$ cat src/rtl/cfg_seq_pkg.sv
// Shared types and helpers for the SPI configuration sequencer.
package cfg_seq_pkg;

  typedef enum logic [3:0] {
    ST_IDLE, ST_FETCH, ST_WR_SHIFT, ST_WR_LE, ST_GAP, ST_RD_SHIFT,
    ST_RD_LE, ST_RD_CLK, ST_CHECK, ST_NEXT, ST_DONE, ST_ERR
  } seq_state_e;

  typedef enum logic [1:0] {SH_IDLE, SH_SHIFT, SH_HOLD} sh_state_e;

  localparam logic [3:0] RD_CMD_DEF = 4'hE;

  // $clog2 floored at 1 so degenerate parameters still give a legal vector width.
  function automatic int clog2w(input int v);
    return (v <= 2) ? 1 : $clog2(v);
  endfunction

endpackage

$ cat src/rtl/spi_word_shifter.sv
// One LE-framed SPI transfer: LE falls with the first MOSI bit, DATA_W SCLK pulses,
// LE held low for LE_HOLD cycles after the last fall. MISO captured on SCLK rise.
module spi_word_shifter
  import cfg_seq_pkg::*;
#(
  parameter int DATA_W    = 32,
  parameter int CLK_DIV   = 4,
  parameter int LE_HOLD   = 4,
  parameter int LSB_FIRST = 1
) (
  input  logic              clk_i,
  input  logic              rst_i,
  input  logic              go_i,
  input  logic [DATA_W-1:0] tx_word_i,
  output logic [DATA_W-1:0] rx_word_o,
  output logic              busy_o,
  output logic              sclk_o,
  output logic              mosi_o,
  input  logic              miso_i,
  output logic              le_o
);

  localparam int DW = clog2w(CLK_DIV);
  localparam int BW = $clog2(DATA_W + 1);
  localparam int HW = clog2w(LE_HOLD + 1);
  localparam logic [DW-1:0] DIV_LAST  = DW'(CLK_DIV - 1);
  localparam logic [BW-1:0] BIT_LAST  = BW'(DATA_W);
  localparam logic [HW-1:0] HOLD_LAST = HW'(LE_HOLD - 1);

  sh_state_e         st_q, st_d;
  logic [DW-1:0]     div_q;
  logic [BW-1:0]     bit_q;
  logic [HW-1:0]     hold_q;
  logic              sclk_q, le_q;
  logic [DATA_W-1:0] sh_q, rx_q;
  logic              tick;

  assign tick = (div_q == DIV_LAST);

  always_ff @(posedge clk_i) begin
    if (rst_i) st_q <= SH_IDLE;
    else       st_q <= st_d;
  end

  always_comb begin
    st_d = st_q;
    case (st_q)
      SH_IDLE:  if (go_i) st_d = SH_SHIFT;
      SH_SHIFT: if (tick && sclk_q && bit_q == BIT_LAST) st_d = SH_HOLD;
      SH_HOLD:  if (hold_q == HOLD_LAST) st_d = SH_IDLE;
      default:  st_d = SH_IDLE;
    endcase
  end

  always_comb begin
    busy_o    = (st_q != SH_IDLE);
    sclk_o    = sclk_q;
    le_o      = le_q;
    mosi_o    = (LSB_FIRST != 0) ? sh_q[0] : sh_q[DATA_W-1];
    rx_word_o = rx_q;
  end

  always_ff @(posedge clk_i) begin
    if (rst_i) begin
      div_q  <= '0;
      bit_q  <= '0;
      hold_q <= '0;
      sclk_q <= 1'b0;
      le_q   <= 1'b1;
      sh_q   <= '0;
      rx_q   <= '0;
    end else begin
      case (st_q)
        SH_IDLE: if (go_i) begin
          le_q   <= 1'b0;
          sh_q   <= tx_word_i;
          div_q  <= '0;
          bit_q  <= '0;
          hold_q <= '0;
        end
        SH_SHIFT: begin
          div_q <= tick ? '0 : div_q + 1'b1;
          if (tick) begin
            sclk_q <= ~sclk_q;
            if (!sclk_q) begin
              bit_q <= bit_q + 1'b1;
              rx_q  <= (LSB_FIRST != 0) ? {miso_i, rx_q[DATA_W-1:1]}
                                        : {rx_q[DATA_W-2:0], miso_i};
            end else if (bit_q != BIT_LAST) begin
              // MOSI only moves on the falling edge; the final fall leaves it alone.
              sh_q <= (LSB_FIRST != 0) ? {1'b0, sh_q[DATA_W-1:1]}
                                       : {sh_q[DATA_W-2:0], 1'b0};
            end
          end
        end
        SH_HOLD: begin
          hold_q <= hold_q + 1'b1;
          if (hold_q == HOLD_LAST) begin
            le_q <= 1'b1;
            sh_q <= '0;
          end
        end
        default: ;
      endcase
    end
  end

endmodule

$ cat src/rtl/spi_cfg_sequencer.sv
// Walks a register table, writes each word over LE-framed SPI, optionally reads it
// back and compares under VFY_MASK, retrying up to MAX_RETRY times before flagging err.
module spi_cfg_sequencer
  import cfg_seq_pkg::*;
#(
  parameter int                DATA_W    = 32,
  parameter int                NUM_REGS  = 12,
  parameter int                CLK_DIV   = 4,
  parameter int                GAP_CYC   = 600,
  parameter int                LE_HOLD   = 4,
  parameter int                LSB_FIRST = 1,
  parameter int                VERIFY    = 1,
  parameter logic [3:0]        RD_CMD    = RD_CMD_DEF,
  parameter logic [DATA_W-1:0] VFY_MASK  = {DATA_W{1'b1}} & ~DATA_W'(32'hF),
  parameter int                MAX_RETRY = 3,
  localparam int               AW        = clog2w(NUM_REGS)
) (
  input  logic              clk_i,
  input  logic              rst_i,
  input  logic              start_i,
  output logic [AW-1:0]     tbl_addr_o,
  input  logic [DATA_W:0]   tbl_data_i,
  output logic              spi_sclk_o,
  output logic              spi_mosi_o,
  input  logic              spi_miso_i,
  output logic              spi_le_o,
  output logic              busy_o,
  output logic              done_o,
  output logic              err_o,
  output logic [AW-1:0]     err_idx_o,
  output logic [DATA_W-1:0] rd_data_o,
  output logic              rd_valid_o
);

  localparam int GW = clog2w(GAP_CYC + 1);
  localparam int RW = clog2w(MAX_RETRY + 1);
  localparam logic [GW-1:0] GAP_LAST   = GW'(GAP_CYC - 1);
  localparam logic [RW-1:0] RETRY_LAST = RW'(MAX_RETRY);
  localparam logic [AW-1:0] ADDR_LAST  = AW'(NUM_REGS - 1);

  seq_state_e        state_q, state_d;
  logic [AW-1:0]     addr_q, err_idx_q;
  logic [DATA_W-1:0] wr_q, rd_data_q, sh_tx, sh_rx;
  logic              vfy_q, mis_q, post_chk_q;
  logic [RW-1:0]     retry_q;
  logic [GW-1:0]     gap_q;
  logic              go_q, busy_q, done_q, err_q, rd_valid_q;
  logic              go_d, busy_d, rd_valid_d, gap_run;
  logic              sh_busy, sh_end, gap_end, match, last;

  assign sh_end  = !go_q && !sh_busy;
  assign gap_end = (gap_q == GAP_LAST);
  assign match   = (((rd_data_q ^ wr_q) & VFY_MASK) == '0);
  assign last    = (addr_q == ADDR_LAST);

  always_ff @(posedge clk_i) begin
    if (rst_i) state_q <= ST_IDLE;
    else       state_q <= state_d;
  end

  always_comb begin
    state_d = state_q;
    case (state_q)
      ST_IDLE:     if (start_i) state_d = ST_FETCH;
      ST_FETCH:    state_d = ST_WR_SHIFT;
      ST_WR_SHIFT: if (sh_end) state_d = ST_WR_LE;
      ST_WR_LE:    state_d = ST_GAP;
      ST_GAP: if (gap_end) begin
        if (post_chk_q)                   state_d = mis_q ? ST_WR_SHIFT : ST_NEXT;
        else if ((VERIFY != 0) && vfy_q)  state_d = ST_RD_SHIFT;
        else                              state_d = ST_NEXT;
      end
      ST_RD_SHIFT: if (sh_end) state_d = ST_RD_LE;
      ST_RD_LE:    if (gap_end) state_d = ST_RD_CLK;
      ST_RD_CLK:   if (sh_end) state_d = ST_CHECK;
      // Every path out of CHECK except the error passes through GAP, since the
      // read-clock frame has just raised LE.
      ST_CHECK:    state_d = (!match && retry_q == RETRY_LAST) ? ST_ERR : ST_GAP;
      ST_NEXT:     state_d = last ? ST_DONE : ST_FETCH;
      ST_DONE:     state_d = ST_IDLE;
      ST_ERR:      state_d = ST_IDLE;
      default:     state_d = ST_IDLE;
    endcase
  end

  always_comb begin
    go_d       = (state_d != state_q) &&
                 (state_d == ST_WR_SHIFT || state_d == ST_RD_SHIFT || state_d == ST_RD_CLK);
    busy_d     = !(state_d == ST_IDLE || state_d == ST_DONE || state_d == ST_ERR);
    rd_valid_d = (state_d == ST_CHECK) && (state_q != ST_CHECK);
    gap_run    = (state_q == ST_GAP || state_q == ST_RD_LE) && (state_d == state_q);
    case (state_q)
      ST_WR_SHIFT: sh_tx = tbl_data_i[DATA_W-1:0];
      ST_RD_SHIFT: sh_tx = DATA_W'({wr_q[3:0], RD_CMD});
      default:     sh_tx = '0;
    endcase
  end

  always_ff @(posedge clk_i) begin
    if (rst_i) begin
      addr_q     <= '0;
      wr_q       <= '0;
      vfy_q      <= 1'b0;
      retry_q    <= '0;
      mis_q      <= 1'b0;
      post_chk_q <= 1'b0;
      gap_q      <= '0;
      go_q       <= 1'b0;
      busy_q     <= 1'b0;
      done_q     <= 1'b0;
      err_q      <= 1'b0;
      err_idx_q  <= '0;
      rd_data_q  <= '0;
      rd_valid_q <= 1'b0;
    end else begin
      go_q       <= go_d;
      busy_q     <= busy_d;
      rd_valid_q <= rd_valid_d;
      gap_q      <= gap_run ? gap_q + 1'b1 : '0;
      case (state_q)
        ST_IDLE: if (start_i) begin
          addr_q     <= '0;
          retry_q    <= '0;
          mis_q      <= 1'b0;
          post_chk_q <= 1'b0;
          done_q     <= 1'b0;
          err_q      <= 1'b0;
        end
        // Table data is valid here, one cycle after the address settled in FETCH.
        ST_WR_SHIFT: if (go_q) begin
          wr_q       <= tbl_data_i[DATA_W-1:0];
          vfy_q      <= tbl_data_i[DATA_W];
          post_chk_q <= 1'b0;
        end
        ST_RD_CLK: if (state_d == ST_CHECK) rd_data_q <= sh_rx;
        ST_CHECK: begin
          post_chk_q <= 1'b1;
          if (match) begin
            retry_q <= '0;
            mis_q   <= 1'b0;
          end else if (retry_q != RETRY_LAST) begin
            retry_q <= retry_q + 1'b1;
            mis_q   <= 1'b1;
          end else begin
            err_q     <= 1'b1;
            err_idx_q <= addr_q;
          end
        end
        ST_NEXT: begin
          retry_q    <= '0;
          mis_q      <= 1'b0;
          post_chk_q <= 1'b0;
          if (last) done_q <= 1'b1;
          else      addr_q <= addr_q + 1'b1;
        end
        default: ;
      endcase
    end
  end

  assign tbl_addr_o = addr_q;
  assign busy_o     = busy_q;
  assign done_o     = done_q;
  assign err_o      = err_q;
  assign err_idx_o  = err_idx_q;
  assign rd_data_o  = rd_data_q;
  assign rd_valid_o = rd_valid_q;

  spi_word_shifter #(
    .DATA_W   (DATA_W),
    .CLK_DIV  (CLK_DIV),
    .LE_HOLD  (LE_HOLD),
    .LSB_FIRST(LSB_FIRST)
  ) u_shift (
    .clk_i    (clk_i),
    .rst_i    (rst_i),
    .go_i     (go_q),
    .tx_word_i(sh_tx),
    .rx_word_o(sh_rx),
    .busy_o   (sh_busy),
    .sclk_o   (spi_sclk_o),
    .mosi_o   (spi_mosi_o),
    .miso_i   (spi_miso_i),
    .le_o     (spi_le_o)
  );

endmodule
$ cat config.mk
export PLATFORM = sky130hd
export DESIGN_NAME = spi_cfg_sequencer
export DESIGN_NICKNAME = d
export VERILOG_FILES = /design/src/rtl/cfg_seq_pkg.sv /design/src/rtl/spi_word_shifter.sv /design/src/rtl/spi_cfg_sequencer.sv
export SDC_FILE = /design/constraint.sdc
export NUM_CORES = 1
export LEC_CHECK = 0
export BUFFER_PORTS_ARGS = -buffer_cell sky130_fd_sc_hd__buf_2
export CORE_MARGIN = 2
export CORE_UTILIZATION = 50
export DETAILED_ROUTE_END_ITERATION = 10
export PLACE_DENSITY_LB_ADDON = 0.25
export SLEW_MARGIN = 20
export SYNTH_ARGS = -nofsm -noshare
export SYNTH_HDL_FRONTEND = slang
export SYNTH_SLANG_ARGS = --single-unit
$ cat constraint.sdc
create_clock -name clk_i -period 2.1 [get_ports clk_i]
set_input_delay 0.315 -clock clk_i [delete_from_list [all_inputs] [get_ports clk_i]]
set_output_delay 0.315 -clock clk_i [all_outputs]
set_load 0.03 [all_outputs]
# --- Word level (Yosys, flattened, before mapping) ---
# Cells that the tools add are included.
classes:
  addsub: 6
  n_eq_ne: 42
  muxes: 52
  bitwise: 5
  reduce_logical: 45
ops:
  columns: ["cell", "n"]
  rows:
  - ["32-bit 2-to-1 mux", 5]
  - ["32-bit case mux with 3 select lines", 1]
  - ["32-bit case mux with 2 select lines", 1]
  - ["4-bit 2-to-1 mux", 13]
  - ["4-bit case mux with 10 select lines", 1]
  - ["32-bit logical NOT", 1]
  - ["32-bit bitwise XOR", 1]
  - ["4-bit by 3-bit == test with 1-bit output, second input constant", 6]
  - ["4-bit == test, second input constant", 6]
  - ["3-bit AND reduction", 8]
  - ["6-bit 2-to-1 mux", 3]
  - ["2-bit != test, second input constant", 9]
  - ["2-bit 2-to-1 mux", 8]
  - ["4-bit by 2-bit == test with 1-bit output, second input constant", 3]
  - ["2-bit case mux with 3 select lines", 2]
  - ["6-bit case mux with 2 select lines", 1]
  - ["10-bit by 1-bit adder with 10-bit output, second input constant", 1]
  - ["10-bit == test, second input constant", 1]
  - ["2-bit by 1-bit != test with 1-bit output, second input constant", 5]
  - ["2-bit AND reduction", 5]
  - ["2-bit nonzero test", 5]
  - ["4-bit logical NOT", 2]
  - ["1-bit 2-to-1 mux", 8]
  - ["4-bit case mux with 2 select lines", 1]
  - ["30 further kinds", 53]
totals:
  ff_bits: 175
  in_bits: 37
  output_inout_bits: 47
  wordCells: 173

# --- Depth between registers and ports, before layout ---
depth:
  depth_word: 10
  mapped_depth: 10
  mapped_depth_nobuf: 8

# --- Cells and area by module ---
# A second synthesis with hierarchy kept.
hier_totals:
  hier_cells: 980
  hier_area_um2: 8023.9
by_module_without_submodules:
  columns: ["mod", "n_inst", "cells_per_inst", "area_each_um2", "seq_area_each_um2"]
  rows:
  - ["spi_cfg_sequencer", 1, 526, 4242.8, 1921.8]
  - ["spi_word_shifter", 1, 454, 3781.1, 1581.5]

# --- Least setup slack after synthesis ---
# OpenSTA, ideal clock, no wires.
synth_path:
  path_type: "register -> register"
  start: "register addr_q[0], in the netlist tbl_addr_o[0]"
  end: "register gap_q[2]"
  setup_time_ps: 64
  arrival_time_ps: 2167
  t_required_ps: 2036
  setup_slack_ps: -131
  stages_incl_launch_ff: 10
  path_buffers: 2
  period_less_slack_ps: 2231
  cell_sequence: "dfxtp_1 -> ha_1 -> and3b_1 -> o22a_1 -> o32ai_1 -> or2_1 -> buf_4 -> or4_1 -> buf_2 -> nor2_1"
synth_between:
  elab_chain_len: 7
synth_rtl:
  columns: ["element", "line_no", "rtl"]
  rows:
  - ["from (decl)", "spi_cfg_sequencer.sv:42", "logic [AW-1:0] addr_q, err_idx_q;"]
  - ["from (signal assigned)", "spi_cfg_sequencer.sv:154", "else addr_q <= addr_q + 1'b1;"]
  - ["4-bit == test", "spi_cfg_sequencer.sv:54", "assign last = (addr_q == ADDR_LAST);"]
  - ["4-bit 2-to-1 mux", "spi_cfg_sequencer.sv:79", "ST_NEXT: state_d = last ? ST_DONE : ST_FETCH;"]
  - ["4-bit case mux with 10 select lines", "spi_cfg_sequencer.sv:63", "case (state_q)"]
  - ["4-bit == test", "spi_cfg_sequencer.sv:91", "gap_run = (state_q == ST_GAP || state_q == ST_RD_LE) && (state_d == state_q);"]
  - ["1-bit logical AND", "spi_cfg_sequencer.sv:91", null]
  - ["1-bit NOT (no line)", null, null]
  - ["2-bit OR reduction (no line)", null, null]
  - ["to (signal assigned)", "spi_cfg_sequencer.sv:119", "gap_q <= gap_run ? gap_q + 1'b1 : '0;"]
  - ["to (decl)", "spi_cfg_sequencer.sv:46", "logic [GW-1:0] gap_q;"]
# Every way passes these cells.
# A chain may end at the register's enable or synchronous reset.

# --- Final worst setup path ---
layout_path:
  start: "register state_q[0]"
  end: "register go_q"
layout_between:
  elab_chain_len: 6
  word_cells_on_any_way: 24
  classes_between: "13 x eq/ne; 7 x mux; 4 x reduce/logical"
layout_rtl:
  columns: ["element", "line_no", "rtl"]
  rows:
  - ["from (decl)", "spi_cfg_sequencer.sv:41", "seq_state_e state_q, state_d;"]
  - ["from (signal assigned)", "spi_cfg_sequencer.sv:58", "else state_q <= state_d;"]
  - ["4-bit == test, or another cell as far along", "spi_cfg_sequencer.sv:63", null]
  - ["4-bit case mux with 10 select lines", "spi_cfg_sequencer.sv:63", null]
  - ["4-bit by 2-bit == test with 1-bit output or 4-bit by 3-bit == test with 1-bit output (tied branches)", "spi_cfg_sequencer.sv:88", "(state_d == ST_WR_SHIFT || state_d == ST_RD_SHIFT || state_d == ST_RD_CLK);"]
  - ["1-bit logical OR (2 in series)", "spi_cfg_sequencer.sv:88", null]
  - ["1-bit logical AND *", "spi_cfg_sequencer.sv:87", "go_d = (state_d != state_q) &&"]
  - ["to (signal assigned)", "spi_cfg_sequencer.sv:116", "go_q <= go_d;"]
  - ["to (decl)", "spi_cfg_sequencer.sv:47", "logic go_q, busy_q, done_q, err_q, rd_valid_q;"]
# Mark *: on every way between the ends. The rest lies on a longest branch, timed or not.

==> qor.yml <==
drive_above_1_share_pct: 22.03
core_area_um2: 14370
rr_endpoint: "go_q"
final-hold-violation-count: 0
grtUsageMet3_pct: 3.952
grt_use_total_pct: 22.98
worst-path-max-fanout: 5
reg2reg_from: "state_q[0]"
regToRegSetupSlack_ns: -0.03
wirelength_um: 18160
post_layout_power_w: 0.008681
critPathKind: "reg -> reg"
netlist.top_cell.by_area: "dfxtp_1"
postSynthNetCount: 928
clock_latency_ns: 0.43
syn2layout_area_growth_pct: 24.46
clock_tree_from_tritoncts: "done"
max_cap_viol: 0
finalWorstPathRequiredPeriod_ns: 2.129
grt_start_max_net_pins: 75
fp.dieH_um: 124.5
whs_path_depth: 3
synthesis.yosys.warnings: 0
post_layout_utilization_of_the_core_pct: 62.87
synth_async_sr_flop_share_pct: 0
worst_setup_path_end_kind: "flop"
cts_buffer_depth: 2
timing.max_slew.rel_slack_pct: 48.35
die_width_um: 124.5
cts_made_buffers: 17
final.period_utilization_pct: 101.4
required_ns: 2.44
synth-edff-count: 0
final.setup.worst_slack_ns: -0.02901
critical_path.slowest_cell: "or4_4"
root_buffer: "clkbuf_16"
final_cell_count_no_fill: 1188
dp.final_hpwl_um: 11990
worst-r2r-cell-count: 7
max-vdd-ir-drop_mv: 0.7408
drv_slew: 0
pre_cts_ws_ns: -0.04370
avgViaCountPerCell: 5.404
ys_dominant_reg_cell: "dfxtp_1"
final_nets: 1040
synth.top_cells.by_area: "dfxtp_1 48%, nand2_1 11%, a21oi_1 7.9%"
dp.cells: 1153
timing.critical_path.slowest_cell_delay_ns: 0.58
whs_endpoint: "u_shift.rx_word_o[31]"
rsz0062_at_grt: "true"
critical_path.cell_chain: "or3b_4, or4_4, nor2_2, or2_4, buf_4, xnor2_1, a221oi_2"
cellLeakagePower_nw: 3.588
synthesis.area_per_instance_um2: 8.267
initial_drc_count: 442
design.portCount: 84
mappedNetlistArea_um2: 7258
worst_path_arrival_time_ns: 2.47
wl_per_cell_um: 15.29
htree_levels: 4
synth.ff_latch_count: 175
antenna_violations_before_repair: 1
grt_pass1_vias: 6049
worst_hold_startpoint: "spi_miso_i"
final.setup_skew_ns: 0.009093
yosys.cell_types.count: 58
drt_pass1_iterations: 5
placed_cell_area_um2: 8299
final_standard_cell_area_without_fillers_um2: 9034
met2_usage_pct: 37.38
synth_sequential_area_ratio_pct: 48.27
min_path_type: "in -> reg"
synth_top_cell_area_share_pct: 48.27
global_routing_s_busiest_layer: "met2"
setup_viol_count_final: 1
maxClockFrequency_mhz: 469.7
max_slew.worst_pin.slew_ns: 0.7747
cts-hold-fix-buffers: 0
route.antenna.remaining_nets: 0
powerDensity_nw_per_um2: 961.0
drc: 0
wire_length_of_the_first_global_routing_pass_um: 29280
clkTransAtPathRegs_ns: 0.06
clkSinkCount: 175
failed_checks: "setup timing"
global_route.usage.met1_pct: 29.69
worstSetupStartpointType: "flop"
run_status: "complete, but fails checks"
count_of_port_buffers_added_during_placement: 83
detailed_route_via_count: 6420
netlist_instances: 878
die-area_um2: 15500
grt.overflow.total: 0
rows: 44
gp_congestion: 0.9394
floorplan.initialDensity_pct: 50.51
[kinds of logic after synthesis]
group / after synthesis / synth area share, %
AO/OA/AOI/OAI: 201 / 17.20
flip-flops: 175 / 48.27
AND/OR/NAND/NOR: 367 / 22.08
buffers and inverters: 70 / 3.775
adder cells (fa/ha/maj): 13 / 2.241
XOR/XNOR: 44 / 5.309
multiplexers: 8 / 1.121
[metrics by stage]
step / setup TNS (ns) / hold slack, ns
6_report: -0.02901 / 0.1264
3_3_place_gp: 0 / 0.4422
4_1_cts: 0 / 0.1161
3_5_place_dp: -0.04370 / 0.4475
5_1_grt: -0.2613 / 0.1433
2_1_floorplan: 0 / 0.4284
[layer usage]
layer	share of wire, %	up-vias
met5	0	-
met4	3.3	0
met3	3.8	34
met2	48	162
met1	45	3003
li1	-	3221
[cell type report]
class,instances,area [µm²]
multi-input combinational,633,3591
sequential,175,3511
tap,184,230.2
antenna,1,2.502
inverter,9,33.78
timing repair buffer,154,1071
clock buffer,23,488.0
clock inverter,9,106.4
fill,1211,5335
[registers in the layout (all words and copies together) (netlist names), 2 cells and up]
name and flops:
retry_q 2, u_shift.sh_q 32, u_shift.hold_q 3, u_shift.div_q 2, u_shift.rx_word_o 32, rd_data_o 32
u_shift.bit_q 6, tbl_addr_o 4, u_shift.st_q 2, err_idx_o 4, wr_q 32, gap_q 10
state_q 4
[worst max-delay path: cells and delay by family, from the launching register on]
family	cells	cell delay [ns]
compound gates	1	0.24
xor+xnor	1	0.06
flops	1	0.32
buf+inv	1	0.11
simple gates	4	1.31
[where the power goes]
part,total (W),switching (W),leakage (nW),internal [W]
Combinational,0.00169,0.000977,1.89,0.000715
Clock,0.00316,0.00128,0.286,0.00188
Sequential,0.00383,0.000178,1.42,0.00365
Total,0.00868,0.00244,3.59,0.00625
[placed cells by master, fill, tap and decap left out, types with 7 or more instances in the layout]
| cell type | instances |
|---|---|
| a211oi_1 | 32 |
| nor2_1 | 81 |
| nand2_1 | 208 |
| nand2b_1 | 8 |
| buf_12 | 7 |
| a22oi_1 | 24 |
| dfxtp_1 | 169 |
| mux2i_1 | 7 |
| clkbuf_16 | 18 |
| inv_1 | 9 |
| ha_1 | 11 |
| buf_2 | 82 |
| nand3_1 | 10 |
| a21oi_1 | 113 |
| nor4_1 | 9 |
| xor2_1 | 38 |
| buf_4 | 60 |
[timing repair]
item,in CTS,in global routing
pin swaps,2,3
buffers inserted,0,1
gates cloned,0,1
resized for setup,4,22
setup endpoints to repair,1,45
[how the worst max path moves through the flow]
stage / from / endpoint / slack [ns] / cells past startpoint
global placement: gap_q[0] / go_q / 0.005 / 7
global route: state_q[0] / busy_o / -0.08 / 5
finish: state_q[0] / go_q / -0.03 / 7
floorplan: u_shift.st_q[0] / u_shift.sh_q[4] / 0.005 / 9
CTS: state_q[3] / busy_o / 0.001 / 5
detailed placement: gap_q[0] / go_q / -0.04 / 7
[cells in the mapped netlist, types with 9 or more instances]
master and count:
a211oi_1 32, a21oi_1 114, a22oi_1 24, clkbuf_1 52, dfxtp_1 175, ha_1 13
inv_1 9, nand2_1 208, nand2b_1 10, nand3_1 10, nor2_1 85, nor4_1 13
xor2_1 38
(Power assumes the default switching activity.)
